<file path="config.mk">
export PLATFORM = sky130hd
export DESIGN_NAME = z80_uart_fifo
export DESIGN_NICKNAME = d
export VERILOG_FILES = /design/src/rtl/z80mini_uart_pkg.sv /design/src/rtl/sync_fifo.sv /design/src/rtl/z80_uart_fifo.sv
export SDC_FILE = /design/constraint.sdc
export NUM_CORES = 1
export LEC_CHECK = 0
export BUFFER_PORTS_ARGS = -buffer_cell sky130_fd_sc_hd__buf_2
export CAP_MARGIN = 40
export CELL_PAD_IN_SITES_DETAIL_PLACEMENT = 0
export CELL_PAD_IN_SITES_GLOBAL_PLACEMENT = 1
export CORE_AREA = 4 4 166 248
export DETAILED_ROUTE_END_ITERATION = 8
export DIE_AREA = 0 0 170 252
export HOLD_SLACK_MARGIN = 0.06
export PLACE_DENSITY = 0.67
export SLEW_MARGIN = 30
export SYNTH_ARGS = -nofsm -noshare
export SYNTH_HDL_FRONTEND = slang
export SYNTH_SLANG_ARGS = --single-unit
</file>
<file path="constraint.sdc">
create_clock -name CLK50MHz -period 4.35 [get_ports CLK50MHz]
set_clock_uncertainty 0.15 [all_clocks]
set_input_delay 0.6525 -clock CLK50MHz [delete_from_list [all_inputs] [get_ports CLK50MHz]]
set_output_delay 0.6525 -clock CLK50MHz [all_outputs]
set_load 0.005 [all_outputs]
</file>
<file path="src/rtl/z80mini_uart_pkg.sv">
// +----------------------------------------------------------------------+
// | Package : z80mini_uart_pkg                                           |
// | Shared definitions for the z80mini hardware UART: register offsets,  |
// | STATUS bit positions, shifter state encoding, minimum divisor.       |
// | Revision: 1.0  initial release                                       |
// +----------------------------------------------------------------------+
`default_nettype none

package z80mini_uart_pkg;

  // Register offsets within the 4-port window (A[1:0])
  localparam logic [1:0] REG_DATA   = 2'd0;
  localparam logic [1:0] REG_STATUS = 2'd1;
  localparam logic [1:0] REG_DIVL   = 2'd2;
  localparam logic [1:0] REG_DIVH   = 2'd3;

  // STATUS bit positions
  localparam int ST_RX_NE   = 0;
  localparam int ST_TX_NF   = 1;
  localparam int ST_TX_IDLE = 2;
  localparam int ST_RXOVR   = 3;
  localparam int ST_FERR    = 4;
  localparam int ST_TXOVR   = 5;
  localparam int ST_RXIE    = 6;
  localparam int ST_TXIE    = 7;

  // Smallest usable divisor; below this the mid-bit sampling has no margin
  localparam logic [15:0] MIN_DIV = 16'd15;

  typedef enum logic [1:0] {
    S_IDLE  = 2'd0,
    S_START = 2'd1,
    S_DATA  = 2'd2,
    S_STOP  = 2'd3
  } uart_state_e;

  function automatic logic [15:0] eff_div(input logic [15:0] d);
    return (d < MIN_DIV) ? MIN_DIV : d;
  endfunction

endpackage

`default_nettype wire

</file>
<file path="src/rtl/sync_fifo.sv">
// +----------------------------------------------------------------------+
// | Module  : sync_fifo                                                  |
// | Single-clock FIFO, power-of-two depth, show-ahead head output.       |
// | Ports   : clk, rst (sync, active high), push/push_data, pop,         |
// |           head (oldest entry), full, empty.                          |
// | Push when full and pop when empty are ignored; push and pop in the   |
// | same clock both take effect.                                         |
// | Revision: 1.0  initial release                                       |
// +----------------------------------------------------------------------+
`default_nettype none

module sync_fifo #(
  parameter int WIDTH = 8,
  parameter int DEPTH = 16
) (
  input  logic             clk,
  input  logic             rst,
  input  logic             push,
  input  logic [WIDTH-1:0] push_data,
  input  logic             pop,
  output logic [WIDTH-1:0] head,
  output logic             full,
  output logic             empty
);

  localparam int          AW       = (DEPTH > 1) ? $clog2(DEPTH) : 1;
  localparam logic [AW:0] FULL_CNT = (AW + 1)'(DEPTH);

  logic [WIDTH-1:0] mem_q [DEPTH];
  logic [AW-1:0]    wr_ptr_q, wr_ptr_d;
  logic [AW-1:0]    rd_ptr_q, rd_ptr_d;
  logic [AW:0]      count_q, count_d;
  logic             do_push, do_pop;

  assign full    = (count_q == FULL_CNT);
  assign empty   = (count_q == '0);
  assign do_push = push & ~full;
  assign do_pop  = pop & ~empty;
  assign head    = mem_q[rd_ptr_q];

  always_comb begin
    wr_ptr_d = wr_ptr_q;
    rd_ptr_d = rd_ptr_q;
    count_d  = count_q;
    if (do_push) wr_ptr_d = wr_ptr_q + 1'b1;
    if (do_pop)  rd_ptr_d = rd_ptr_q + 1'b1;
    case ({do_push, do_pop})
      2'b10:   count_d = count_q + 1'b1;
      2'b01:   count_d = count_q - 1'b1;
      default: count_d = count_q;
    endcase
  end

  always_ff @(posedge clk) begin
    if (rst) begin
      wr_ptr_q <= '0;
      rd_ptr_q <= '0;
      count_q  <= '0;
    end else begin
      wr_ptr_q <= wr_ptr_d;
      rd_ptr_q <= rd_ptr_d;
      count_q  <= count_d;
    end
  end

  // Storage needs no reset: pointers and count define validity
  always_ff @(posedge clk) begin
    if (do_push) mem_q[wr_ptr_q] <= push_data;
  end

endmodule

`default_nettype wire

</file>
<file path="src/rtl/z80_uart_fifo.sv">
// +----------------------------------------------------------------------+
// | Module  : z80_uart_fifo                                              |
// | 8N1 UART on the Z80 I/O bus with RX/TX FIFOs, runtime 16-bit baud    |
// | divisor (bit = DIV+1 clocks, min 16) and sticky error flags.         |
// | Ports   : CLK50MHz, RESET (sync, active high), CPUCLK0 write strobe, |
// |           A/DI/nIORQ/nRD/nWR/nM1 bus inputs, DO/OE read data and     |
// |           drive enable, RXD serial in, TXD serial out, IRQ.          |
// | Option  : define Z80_UART_IRQ_EN for RXIE/TXIE (STATUS b6/b7) and a  |
// |           registered IRQ output; otherwise IRQ is tied low.          |
// | Revision: 1.0  initial release                                       |
// +----------------------------------------------------------------------+
`default_nettype none

module z80_uart_fifo #(
  parameter logic [7:0]  BASE_PORT  = 8'hC0,
  parameter int          FIFO_DEPTH = 16,
  parameter logic [15:0] DIV_RESET  = 16'd433
) (
  input  logic       CLK50MHz,
  input  logic       RESET,
  input  logic       CPUCLK0,
  input  logic [7:0] A,
  input  logic [7:0] DI,
  input  logic       nIORQ,
  input  logic       nRD,
  input  logic       nWR,
  input  logic       nM1,
  output logic [7:0] DO,
  output logic       OE,
  input  logic       RXD,
  output logic       TXD,
  output logic       IRQ
);
  import z80mini_uart_pkg::*;

  // ---------------- bus decode ----------------
  logic sel, rd_act, wr_act, wr_commit;
  logic wr_data, wr_status, wr_divl, wr_divh;
  logic rd_act_q, rd_hit_q, rd_hit_d, wr_done_q, wr_done_d;
  logic rx_pop, tx_push, tx_pop, rx_push;

  assign sel       = (A[7:2] == BASE_PORT[7:2]);
  assign rd_act    = sel & ~nIORQ & ~nRD & nM1;
  assign wr_act    = sel & ~nIORQ & ~nWR & nM1;
  // Only the first strobed clock of an I/O write commits
  assign wr_commit = wr_act & CPUCLK0 & ~wr_done_q;
  assign wr_done_d = wr_act & (wr_done_q | CPUCLK0);
  assign wr_data   = wr_commit & (A[1:0] == REG_DATA);
  assign wr_status = wr_commit & (A[1:0] == REG_STATUS);
  assign wr_divl   = wr_commit & (A[1:0] == REG_DIVL);
  assign wr_divh   = wr_commit & (A[1:0] == REG_DIVH);

  // Remember whether the read in progress actually saw an RX byte, so the
  // pop after rd_act falls never consumes a byte the CPU did not get.
  assign rd_hit_d = rd_act & (A[1:0] == REG_DATA) & ~rx_empty;
  assign rx_pop   = rd_act_q & ~rd_act & rd_hit_q;

  // ---------------- FIFOs ----------------
  logic [7:0] tx_head, rx_head;
  logic       tx_full, tx_empty, rx_full, rx_empty;

  assign tx_push = wr_data & ~tx_full;

  sync_fifo #(.WIDTH(8), .DEPTH(FIFO_DEPTH)) u_tx_fifo (
    .clk(CLK50MHz), .rst(RESET), .push(tx_push), .push_data(DI),
    .pop(tx_pop), .head(tx_head), .full(tx_full), .empty(tx_empty)
  );

  logic [7:0] rx_sh_q, rx_sh_d;

  sync_fifo #(.WIDTH(8), .DEPTH(FIFO_DEPTH)) u_rx_fifo (
    .clk(CLK50MHz), .rst(RESET), .push(rx_push), .push_data(rx_sh_q),
    .pop(rx_pop), .head(rx_head), .full(rx_full), .empty(rx_empty)
  );

  // ---------------- divisor ----------------
  logic [15:0] div_q, div_d, div_eff;

  always_comb begin
    div_d = div_q;
    if (wr_divl) div_d[7:0]  = DI;
    if (wr_divh) div_d[15:8] = DI;
  end
  // Sampled only at counter reloads, so a mid-bit change lands on the next bit
  assign div_eff = eff_div(div_q);

  // ---------------- TX shifter ----------------
  uart_state_e tx_state_q, tx_state_d;
  logic [15:0] tx_cnt_q, tx_cnt_d;
  logic [2:0]  tx_bit_q, tx_bit_d;
  logic [7:0]  tx_sh_q, tx_sh_d;
  logic        txd_q, txd_d;

  always_comb begin
    tx_state_d = tx_state_q;
    tx_cnt_d   = tx_cnt_q;
    tx_bit_d   = tx_bit_q;
    tx_sh_d    = tx_sh_q;
    tx_pop     = 1'b0;
    case (tx_state_q)
      S_IDLE: begin
        if (!tx_empty) begin
          tx_pop = 1'b1; tx_sh_d = tx_head; tx_cnt_d = div_eff; tx_state_d = S_START;
        end
      end
      S_START: begin
        if (tx_cnt_q == 16'd0) begin
          tx_cnt_d = div_eff; tx_bit_d = 3'd0; tx_state_d = S_DATA;
        end else tx_cnt_d = tx_cnt_q - 16'd1;
      end
      S_DATA: begin
        if (tx_cnt_q == 16'd0) begin
          tx_cnt_d = div_eff;
          if (tx_bit_q == 3'd7) tx_state_d = S_STOP;
          else begin
            tx_bit_d = tx_bit_q + 3'd1;
            tx_sh_d  = {1'b0, tx_sh_q[7:1]};
          end
        end else tx_cnt_d = tx_cnt_q - 16'd1;
      end
      default: begin  // S_STOP: reload straight from the FIFO for back-to-back frames
        if (tx_cnt_q == 16'd0) begin
          if (!tx_empty) begin
            tx_pop = 1'b1; tx_sh_d = tx_head; tx_cnt_d = div_eff; tx_state_d = S_START;
          end else tx_state_d = S_IDLE;
        end else tx_cnt_d = tx_cnt_q - 16'd1;
      end
    endcase
    // Registered line output, decoded from the next state
    txd_d = (tx_state_d == S_START) ? 1'b0 :
            (tx_state_d == S_DATA)  ? tx_sh_d[0] : 1'b1;
  end

  // ---------------- RX sampler ----------------
  uart_state_e rx_state_q, rx_state_d;
  logic [15:0] rx_cnt_q, rx_cnt_d;
  logic [2:0]  rx_bit_q, rx_bit_d;
  logic        rx_s1_q, rx_s2_q, rx_prev_q;
  logic        ferr_set, rxovr_set;

  always_comb begin
    rx_state_d = rx_state_q;
    rx_cnt_d   = rx_cnt_q;
    rx_bit_d   = rx_bit_q;
    rx_sh_d    = rx_sh_q;
    rx_push    = 1'b0;
    ferr_set   = 1'b0;
    rxovr_set  = 1'b0;
    case (rx_state_q)
      S_IDLE: begin
        if (rx_prev_q && !rx_s2_q) begin
          rx_cnt_d = {1'b0, div_eff[15:1]};  // half a bit to reach mid-start
          rx_state_d = S_START;
        end
      end
      S_START: begin
        if (rx_cnt_q == 16'd0) begin
          if (rx_s2_q) rx_state_d = S_IDLE;  // glitch, not a start bit
          else begin
            rx_cnt_d = div_eff; rx_bit_d = 3'd0; rx_state_d = S_DATA;
          end
        end else rx_cnt_d = rx_cnt_q - 16'd1;
      end
      S_DATA: begin
        if (rx_cnt_q == 16'd0) begin
          rx_sh_d  = {rx_s2_q, rx_sh_q[7:1]};
          rx_cnt_d = div_eff;
          if (rx_bit_q == 3'd7) rx_state_d = S_STOP;
          else rx_bit_d = rx_bit_q + 3'd1;
        end else rx_cnt_d = rx_cnt_q - 16'd1;
      end
      default: begin  // S_STOP
        if (rx_cnt_q == 16'd0) begin
          if (!rx_s2_q)     ferr_set  = 1'b1;
          else if (rx_full) rxovr_set = 1'b1;
          else              rx_push   = 1'b1;
          rx_state_d = S_IDLE;
        end else rx_cnt_d = rx_cnt_q - 16'd1;
      end
    endcase
  end

  // ---------------- sticky flags (set beats clear) ----------------
  logic rxovr_q, rxovr_d, ferr_q, ferr_d, txovr_q, txovr_d;

  assign rxovr_d = (rxovr_q & ~wr_status) | rxovr_set;
  assign ferr_d  = (ferr_q  & ~wr_status) | ferr_set;
  assign txovr_d = (txovr_q & ~wr_status) | (wr_data & tx_full);

  // ---------------- optional interrupt ----------------
  logic [1:0] ie_bits;
`ifdef Z80_UART_IRQ_EN
  logic rxie_q, rxie_d, txie_q, txie_d, irq_q, irq_d;
  assign rxie_d  = wr_status ? DI[ST_RXIE] : rxie_q;
  assign txie_d  = wr_status ? DI[ST_TXIE] : txie_q;
  assign irq_d   = (rxie_q & ~rx_empty) | (txie_q & tx_empty);
  assign ie_bits = {txie_q, rxie_q};
  assign IRQ     = irq_q;
  always_ff @(posedge CLK50MHz) begin
    if (RESET) begin
      rxie_q <= 1'b0; txie_q <= 1'b0; irq_q <= 1'b0;
    end else begin
      rxie_q <= rxie_d; txie_q <= txie_d; irq_q <= irq_d;
    end
  end
`else
  assign ie_bits = 2'b00;
  assign IRQ     = 1'b0;
`endif

  // ---------------- state registers ----------------
  always_ff @(posedge CLK50MHz) begin
    if (RESET) begin
      rd_act_q   <= 1'b0;  rd_hit_q  <= 1'b0;  wr_done_q <= 1'b0;
      div_q      <= DIV_RESET;
      tx_state_q <= S_IDLE; tx_cnt_q <= '0; tx_bit_q <= '0; tx_sh_q <= '0;
      txd_q      <= 1'b1;
      rx_state_q <= S_IDLE; rx_cnt_q <= '0; rx_bit_q <= '0; rx_sh_q <= '0;
      rx_s1_q    <= 1'b1;  rx_s2_q   <= 1'b1;  rx_prev_q <= 1'b1;
      rxovr_q    <= 1'b0;  ferr_q    <= 1'b0;  txovr_q   <= 1'b0;
    end else begin
      rd_act_q   <= rd_act; rd_hit_q <= rd_hit_d; wr_done_q <= wr_done_d;
      div_q      <= div_d;
      tx_state_q <= tx_state_d; tx_cnt_q <= tx_cnt_d; tx_bit_q <= tx_bit_d; tx_sh_q <= tx_sh_d;
      txd_q      <= txd_d;
      rx_state_q <= rx_state_d; rx_cnt_q <= rx_cnt_d; rx_bit_q <= rx_bit_d; rx_sh_q <= rx_sh_d;
      rx_s1_q    <= RXD;   rx_s2_q   <= rx_s1_q; rx_prev_q <= rx_s2_q;
      rxovr_q    <= rxovr_d; ferr_q  <= ferr_d;  txovr_q   <= txovr_d;
    end
  end

  // ---------------- read path ----------------
  logic [7:0] status;

  always_comb begin
    status             = 8'h00;
    status[ST_RX_NE]   = ~rx_empty;
    status[ST_TX_NF]   = ~tx_full;
    status[ST_TX_IDLE] = tx_empty & (tx_state_q == S_IDLE);
    status[ST_RXOVR]   = rxovr_q;
    status[ST_FERR]    = ferr_q;
    status[ST_TXOVR]   = txovr_q;
    status[ST_RXIE]    = ie_bits[0];
    status[ST_TXIE]    = ie_bits[1];
  end

  always_comb begin
    DO = 8'hFF;
    if (sel) begin
      case (A[1:0])
        REG_DATA:   DO = rx_empty ? 8'hFF : rx_head;
        REG_STATUS: DO = status;
        REG_DIVL:   DO = div_q[7:0];
        default:    DO = div_q[15:8];
      endcase
    end
  end

  assign OE  = rd_act;
  assign TXD = txd_q;

endmodule

`default_nettype wire

</file>
# Yosys cells after proc, flatten, opt, wreduce, memory -nomap -nowiden

Memory sizes are Yosys's and may differ from the RTL's. A register that Yosys moved wholly into a read port is not among the register bits.
Index checks and enable logic that the tools add are counted.

Add/sub/neg operators: 12
Magnitude comparators: 1
Equal/unequal tests: 29
Multiplexer cells: 68
Bitwise operators: 41
Reduce and logical (&&, ||, !) cells: 23

Operators by type and width:

| operator              | count |
|---|---|
| $mux 16               | 9 |
| $mux 8                | 6 |
| $pmux 16 s3           | 1 |
| $pmux 8 s3            | 2 |
| $logic_not 16->1      | 2 |
| $pmux 16 s2           | 1 |
| $sub 16x1->16 const B | 2 |
| $and 1x1->1           | 26 |
| $mux 2                | 11 |
| $mux 3                | 7 |
| $mux 1                | 20 |
| $pmux 5 s2            | 2 |
| $ne 2x2->1 const B    | 9 |
| $add 4x1->4 const B   | 4 |
| $lt 16x4->1 const B   | 1 |
| $mux 4                | 4 |
| $eq 2x2->1 const B    | 7 |
| $eq 2x1->1 const B    | 6 |
| $pmux 2 s3            | 2 |
| $pmux 3 s2            | 2 |
| $reduce_bool 2->1     | 6 |
| $not 1->1             | 11 |
| $add 5x1->5 const B   | 2 |
| $eq 5x5->1 const B    | 2 |
| other kinds (18)      | 29 |

Register bits: 110
RAM bits: 256
Bits of input ports: 24
Output and inout bits: 11
Logic and storage cells: 203
Memories: 2

Memories:

| name            | depth | width | rd ports | clocked after memory_dff | write ports | RTL line        | RTL |
|---|---|---|---|---|---|---|---|
| u_rx_fifo.mem_q | 16    | 8     | 1        | 1                        | 1           | sync_fifo.sv:29 | `logic [WIDTH-1:0] mem_q [DEPTH];` |
| u_tx_fifo.mem_q | 16    | 8     | 1        | 1                        | 1           | sync_fifo.sv:29 |  |

# Longest topological paths before layout

Gate-level depths: netlist of the first run.

Word-level depth: 11
Gate-level depth with buffers: 16

# By module

Synthesis of the first run repeated with hierarchy kept, for this count alone.

Cell total of the unflattened synthesis: 1396
Area total of the unflattened synthesis: 17480.5 µm²

By module, submodules not included:

| module        | times used | cells each | area an instance (µm²) |
|---|---|---|---|
| sync_fifo     | 2          | 330        | 5891.9 |
| z80_uart_fifo | 1          | 736        | 5696.7 |

# Least setup slack after synthesis of the first run

OpenSTA, ideal clock, no wires.

Kind: input to register
From: input port A[3]
To: register u_tx_fifo.count_q[4]
Data arrival time: 3.707 ns
Slack: 0.423 ns
Stages: 14
Cells stage by stage: nor4_1 -> nand4_1 -> nor4_2 -> inv_1 -> ha_1 -> clkbuf_1 -> xor2_1 -> ha_1 -> o21a_1 -> o22a_1 -> a21oi_1 -> xor2_1 -> or3_1 -> a21oi_1

Cells in the longest elaborated chain, start to end: 11

RTL lines:

| what                                            | RTL line            | RTL |
|---|---|---|
| from (decl)                                     | z80_uart_fifo.sv:22 | `input logic [7:0] A,` |
| $eq 6x6->1 (*)                                  | z80_uart_fifo.sv:42 | `assign sel = (A[7:2] == BASE_PORT[7:2]);` |
| $and 1x1->1 (*) (3 in a row)                    | z80_uart_fifo.sv:44 | `assign wr_act = sel & ~nIORQ & ~nWR & nM1;` |
| $and 1x1->1 (*) (2 in a row)                    | z80_uart_fifo.sv:46 | `assign wr_commit = wr_act & CPUCLK0 & ~wr_done_q;` |
| $and 1x1->1 (*)                                 | z80_uart_fifo.sv:48 | `assign wr_data = wr_commit & (A[1:0] == REG_DATA);` |
| $and 1x1->1 (*)                                 | z80_uart_fifo.sv:62 | `assign tx_push = wr_data & ~tx_full;` |
| $and 1x1->1 (*)                                 | sync_fifo.sv:37     | `assign do_push = push & ~full;` |
| $eq 2x1->1 or $eq 2x2->1 (tied branches)        | sync_fifo.sv:47     | `case ({do_push, do_pop})` |
| $pmux 5 s2 or $reduce_bool 2->1 (tied branches) | --                  |  |
| to (signal assigned)                            | sync_fifo.sv:62     | `count_q <= count_d;` |
| to (decl)                                       | sync_fifo.sv:32     | `logic [AW:0] count_q, count_d;` |

Mark *: on every way between the ends. The rest lies on a longest branch, timed or not.
A chain may end at the register's enable or synchronous reset.

==> impl_metrics.toml, run 1 <==
[synth]
syn_inst = 1283
synth_ff_type = "edfxtp_1"
synth-async-reset-ratio_pct = 0
synth_nets = 1341
avgSynthCellArea_um2 = 12.9
synthDistinctLibCells = 76
ys_ff_latch = 374
synth_edf_count = 256
ys_seq_area_share_pct = 60.8
syn-cell-area_mm2 = 0.0165
yosysWarnings = 0

[place]
place_inst = 1796
io_buffers = 33
gp_congestion = 0.812
place_area_mm2 = 0.0175
post-dp-hpwl_um = 27600

[flow_run]
cap_violations = 0

[clocking]
cts_tree = "built"
cts_buffer_depth = 3
holdBufCountCts = 0
cts_buffers = 37
clock_sinks = 374
h-tree-depth = 2
insertion_delay_ns = 0.54
clk_pin_slew_worst_paths_ns = 0.06
cts_resized = 0
cts_setup_buffers = 0
clock-root-buffer = "clkbuf_16"

[die]
die_area_mm2 = 0.0428
num_rows = 89
die_width_um = 170
die_h_um = 252
ios = 35
core_mm2 = 0.0391
initial_core_util_pct = 42.3

[final_layout]
syn2layout_area_growth_pct = 13.6
finalNonFillerCells = 1868
drive_above_1_share_pct = 18.5
fin_area_mm2 = 0.0188
fin_nets = 1399
antenna-diode-count = 0

[setup_path]
cp-start-kind = "register"
worst_path_max_delay_cell = "dfxtp_2"
cpPeakStageDelay_ns = 0.78
cp-end-kind = "primary output"
crit_top_cell = "mux4_2"
cp_top_family = "multiplexers"
critical_path_class = "register to primary output"
crit_buf_inv = 2
cp.arrival_ns = 3.22
worstPathMaxFanout = 20
critPathRequiredTime_ns = 3.55
worstPathCellList = "buf_4 > mux4_2 > mux4_2 > nor3_1 > o311ai_0 > buf_2"

[pwr]
ir_drop_uv = 368
p_per_area_mw_per_mm2 = 510
p_leak_nw = 6.25

[global_route]
grt_overflow = 0
grtUsageMet1_pct = 23.5
grt_use_total_pct = 18.7
met3_usage_pct = 2.24
busiest_layer = "met2"
grt_pass1_vias = 10420
grt_pass1_wl_um = 61800
grtUsageMet2_pct = 33.7
antenna_found_initial = 0
grt_max_degree = 49

[drt]
antenna_left = 0
drtIter0Drc = 882
totalWireLength_um = 40200
firstDrtPassIters = 5
via_per_inst = 5.63
drc = 0
num_vias = 10519
wl_per_cell_um = 21.5

[worst_hold_path]
hold_path_class = "primary input to register"

[outcome]
outcome = "completed"

[timing]
min_period_ns = 4.02
hold_violations = 0
min_period_over_period_pct = 92.5
setup_tns_ns = 0
holdWs_ns = 0.166
worst_pin_slew_ns = 0.832
max_slew_margin_pct = 44.4
fmax_ghz = 0.248
rsz0062_at_grt = "no"
maxSlewViolCount = 0
finalSetupViolCount = 0
==> cells in the final DEF, fill, tap and decap left out, types with 9 or more instances in the layout <==
| cell | n |
|---|---|
| clkbuf_16 | 38 |
| xor2_1 | 14 |
| buf_2 | 32 |
| mux2i_1 | 25 |
| o21ai_0 | 46 |
| ha_1 | 33 |
| or3_1 | 11 |
| a31oi_1 | 11 |
| nand4_1 | 11 |
| nor2_1 | 101 |
| nand2_1 | 116 |
| mux4_2 | 70 |
| a211oi_1 | 10 |
| nor2b_1 | 15 |
| xnor2_1 | 14 |
| nor4_1 | 25 |
| nand3b_1 | 12 |
| o21a_1 | 9 |
| nand3_1 | 29 |
| dfxtp_1 | 116 |
| nor3_1 | 25 |
| buf_4 | 60 |
| a21oi_1 | 82 |
| edfxtp_1 | 256 |
| inv_1 | 38 |
==> metal layers <==
layer | wire, µm | vias up
li1 | - | 5002
met1 | 16400 | 5231
met2 | 21200 | 235
met3 | 1510 | 51
met4 | 1110 | 0
met5 | 0 | -
==> final cells by class <==
class	count	area [µm²]
clock inverter	18	230
multi-input combinational	793	6040
fill	3390	20300
clock buffer	48	1040
sequential	374	10100
timing repair buffer	97	668
tap	500	626
inverter	38	143
==> sequential cells by signal, summed over array words and instances, names as in the netlist, 2 cells and up, named ones only <==
signal,count
u_tx_fifo.wr_ptr_q,4
rx_state_q,2
tx_sh_q,8
u_rx_fifo.count_q,5
rx_sh_q,8
rx_bit_q,3
u_tx_fifo.rd_ptr_q,4
tx_bit_q,3
tx_cnt_q,16
u_rx_fifo.mem_q,128
u_tx_fifo.mem_q,128
tx_state_q,2
rx_cnt_q,16
div_q,16
u_rx_fifo.rd_ptr_q,4
u_tx_fifo.count_q,5
u_rx_fifo.wr_ptr_q,4
==> synthesized netlist by cell type (26+ instances only) <==
library cell,n,share of area (%)
a21oi_1,82,2.5
mux4_2,70,9.5
nand3_1,29,0.88
nor4_1,26,0.98
nand2_1,116,2.6
inv_1,38,0.86
nor2_1,101,2.3
dfxtp_1,118,14
ha_1,33,2.5
edfxtp_1,256,46
o21ai_0,46,1.4
clkbuf_1,51,1.2
==> cells by family (layout without fill, tap and decap cells) <==
group | count (synthesis) | in the layout | share of synthesized area, %
mux | 103 | 103 | 11.6
compound gates | 234 | 234 | 9.18
fa+ha+maj | 34 | 34 | 2.62
simple gates | 393 | 393 | 11.6
other cells | 1 | 1 | 0.0227
xor+xnor | 28 | 28 | 1.48
buf+inv | 116 | 201 | 2.80
flops | 374 | 374 | 60.8
==> worst paths after layout <==
kind,from,endpoint,slack [ns],depth (start not counted)
setup / recovery,register,DO[5],0.33,6
hold / removal,nRD,rd_act_q,0.17,2
setup reg to reg,tx_cnt_q[11],u_tx_fifo.count_q[4],0.69,12
hold reg to reg,rx_s1_q,rx_s2_q,0.27,1
==> where the power goes <==
| part | total (W) | switching, W | leakage [nW] | internal, W |
|---|---|---|---|---|
| combinational | 0.00222 | 0.00142 | 2.33 | 0.000795 |
| sequential | 0.00406 | 0.000150 | 3.29 | 0.00391 |
| clock | 0.00331 | 0.00137 | 0.624 | 0.00194 |
==> metrics by stage <==
step	setup WS [ns]	total power, W	util (%)
floorplan	0.423	0.00573	-
global placement	0.447	0.00632	44.6
detailed placement	0.440	0.00634	44.7
CTS	0.259	0.00966	48.0
global route	0.0574	0.0101	48.1
finish	0.326	0.00959	48.1
No activity file was read; power rests on OpenSTA's default activity.
==> inputs of run 2 (changes only) <==
- CORE_AREA: 4 4 166 248 -> 4 4 193 213
- DIE_AREA: 0 0 170 252 -> 0 0 197 217
==> impl_metrics.toml, run 2 (synthesis gave the netlist of run 1 again) <==
[outcome]
outcome = "completed"

[setup_path]
critical_path_class = "register to primary output"
cp-start-kind = "register"
crit_top_cell = "mux4_2"
crit_buf_inv = 2
worstPathCellList = "buf_4 > mux4_2 > mux4_2 > o221ai_1 > nand2_1 > buf_2"
critPathRequiredTime_ns = 3.55
cpPeakStageDelay_ns = 0.65
cp.arrival_ns = 3.22
worstPathMaxFanout = 15
cp-end-kind = "primary output"
worst_path_max_delay_cell = "dfxtp_2"
cp_top_family = "multiplexers"

[clocking]
cts_buffer_depth = 3
h-tree-depth = 2
cts_setup_buffers = 0
clock_sinks = 374
clk_pin_slew_worst_paths_ns = 0.06
holdBufCountCts = 0
clock-root-buffer = "clkbuf_16"
cts_resized = 0
cts_tree = "built"
insertion_delay_ns = 0.54
cts_buffers = 40

[global_route]
grtUsageMet1_pct = 24.7
met3_usage_pct = 2.60
busiest_layer = "met2"
grt_max_degree = 57
antenna_found_initial = 1
grt_use_total_pct = 18.5
grt_overflow = 0
grt_pass1_vias = 10495
grtUsageMet2_pct = 31.7
grt_pass1_wl_um = 62000

[timing]
holdWs_ns = 0.141
hold_violations = 0
max_slew_margin_pct = 47.1
worst_pin_slew_ns = 0.791
maxSlewViolCount = 0
rsz0062_at_grt = "no"
min_period_over_period_pct = 92.4
finalSetupViolCount = 0
min_period_ns = 4.02
setup_tns_ns = 0
setup_slack_ns = 0.332
fmax_ghz = 0.249

[place]
io_buffers = 33
gp_congestion = 0.799
pre_cts_slack_ns = 0.249
post-dp-hpwl_um = 26800

[die]
num_rows = 76
die_area_mm2 = 0.0427
ios = 35
die_width_um = 197
core_mm2 = 0.0390
die_h_um = 217
initial_core_util_pct = 42.4

[drt]
via_per_inst = 5.61
firstDrtPassIters = 6
antenna_left = 0
drc = 0
wl_per_cell_um = 21.1
totalWireLength_um = 39700
drtIter0Drc = 652
num_vias = 10556

[final_layout]
mostFrequentLayoutCell = "edfxtp_1"
fin_nets = 1402
syn2layout_area_growth_pct = 13.5
drive_above_1_share_pct = 18.1
final_cell_mix = "256 x edfxtp_1, 116 x dfxtp_1, 116 x nand2_1, 101 x nor2_1, 82 x a21oi_1"
top_regs = "u_rx_fifo.mem_q x128, u_tx_fifo.mem_q x128"
fill_cells = 3504
antenna-diode-count = 0

[pwr]
ir_drop_uv = 275
p_per_area_mw_per_mm2 = 504
p_leak_nw = 6.22

[flow_run]
cap_violations = 0

[worst_hold_path]
hold_path_class = "primary input to register"
## run 2: cell count changes in the layout (fill, tap and decap cells not counted), moves of 3 or more
cell / change
clkbuf_1: +7
clkbuf_8: -5
clkbuf_4: -3
clkbuf_16: +3
clkinv_1: +4
clkinv_2: -4
## run 2: power breakdown
part | switching, W | internal (W) | leakage [nW]
clock | 0.00137 | 0.00186 | 0.595
combinational | 0.00139 | 0.000785 | 2.33
sequential | 0.000151 | 0.00391 | 3.29
total | 0.00291 | 0.00656 | 6.22
## run 2: area by class of cell
cell class / instances / area [µm²] / area share [%]
clock inverters: 18 / 163 / 0.866
multi-input cells: 793 / 6050 / 32.2
clock buffers: 53 / 1070 / 5.70
flip-flops and latches: 374 / 10100 / 53.5
well taps: 507 / 634 / 3.38
inverters: 38 / 143 / 0.760
repair buffers: 97 / 666 / 3.54
## run 2: layer usage
metal | vias to the layer above | part of all wire, %
li1 | 5005 | -
met3 | 63 | 3.5
met4 | 2 | 2.6
met1 | 5302 | 44
met2 | 184 | 50
met5 | - | 0.028
## run 2: worst register-to-register path, stage by stage (launching register included)
cell	delay (ns)
dfxtp_1	0.35
nor4_1	0.64
nand3_1	0.19
nor4_1	0.42
nand3_1	0.20
ha_1	0.28
ha_1	0.32
nor2b_1	0.15
o21ai_0	0.21
a21oi_1	0.10
nor3_1	0.22
xnor2_1	0.14
nor2_1	0.05
## run 2: worst paths after layout
path | from | depth (start not counted) | end | slack, ns
max | register | 6 | DO[3] | 0.33
min | RXD | 2 | rx_s1_q | 0.14
max reg2reg | rx_cnt_q[9] | 12 | u_rx_fifo.count_q[4] | 0.82
min reg2reg | rx_s1_q | 1 | rx_s2_q | 0.27
## run 2: per-stage QoR
stage               util [%]  instance area [µm²]  power, W  std cells
CTS                     48.1                18800   0.00956       1877
global placement        44.9                17500   0.00628       1804
detailed placement      45.0                17500   0.00630       1806
floorplan                  -                16500   0.00573       1283
global route            48.2                18800    0.0100       1880
finish                  48.2                18800   0.00947       1880
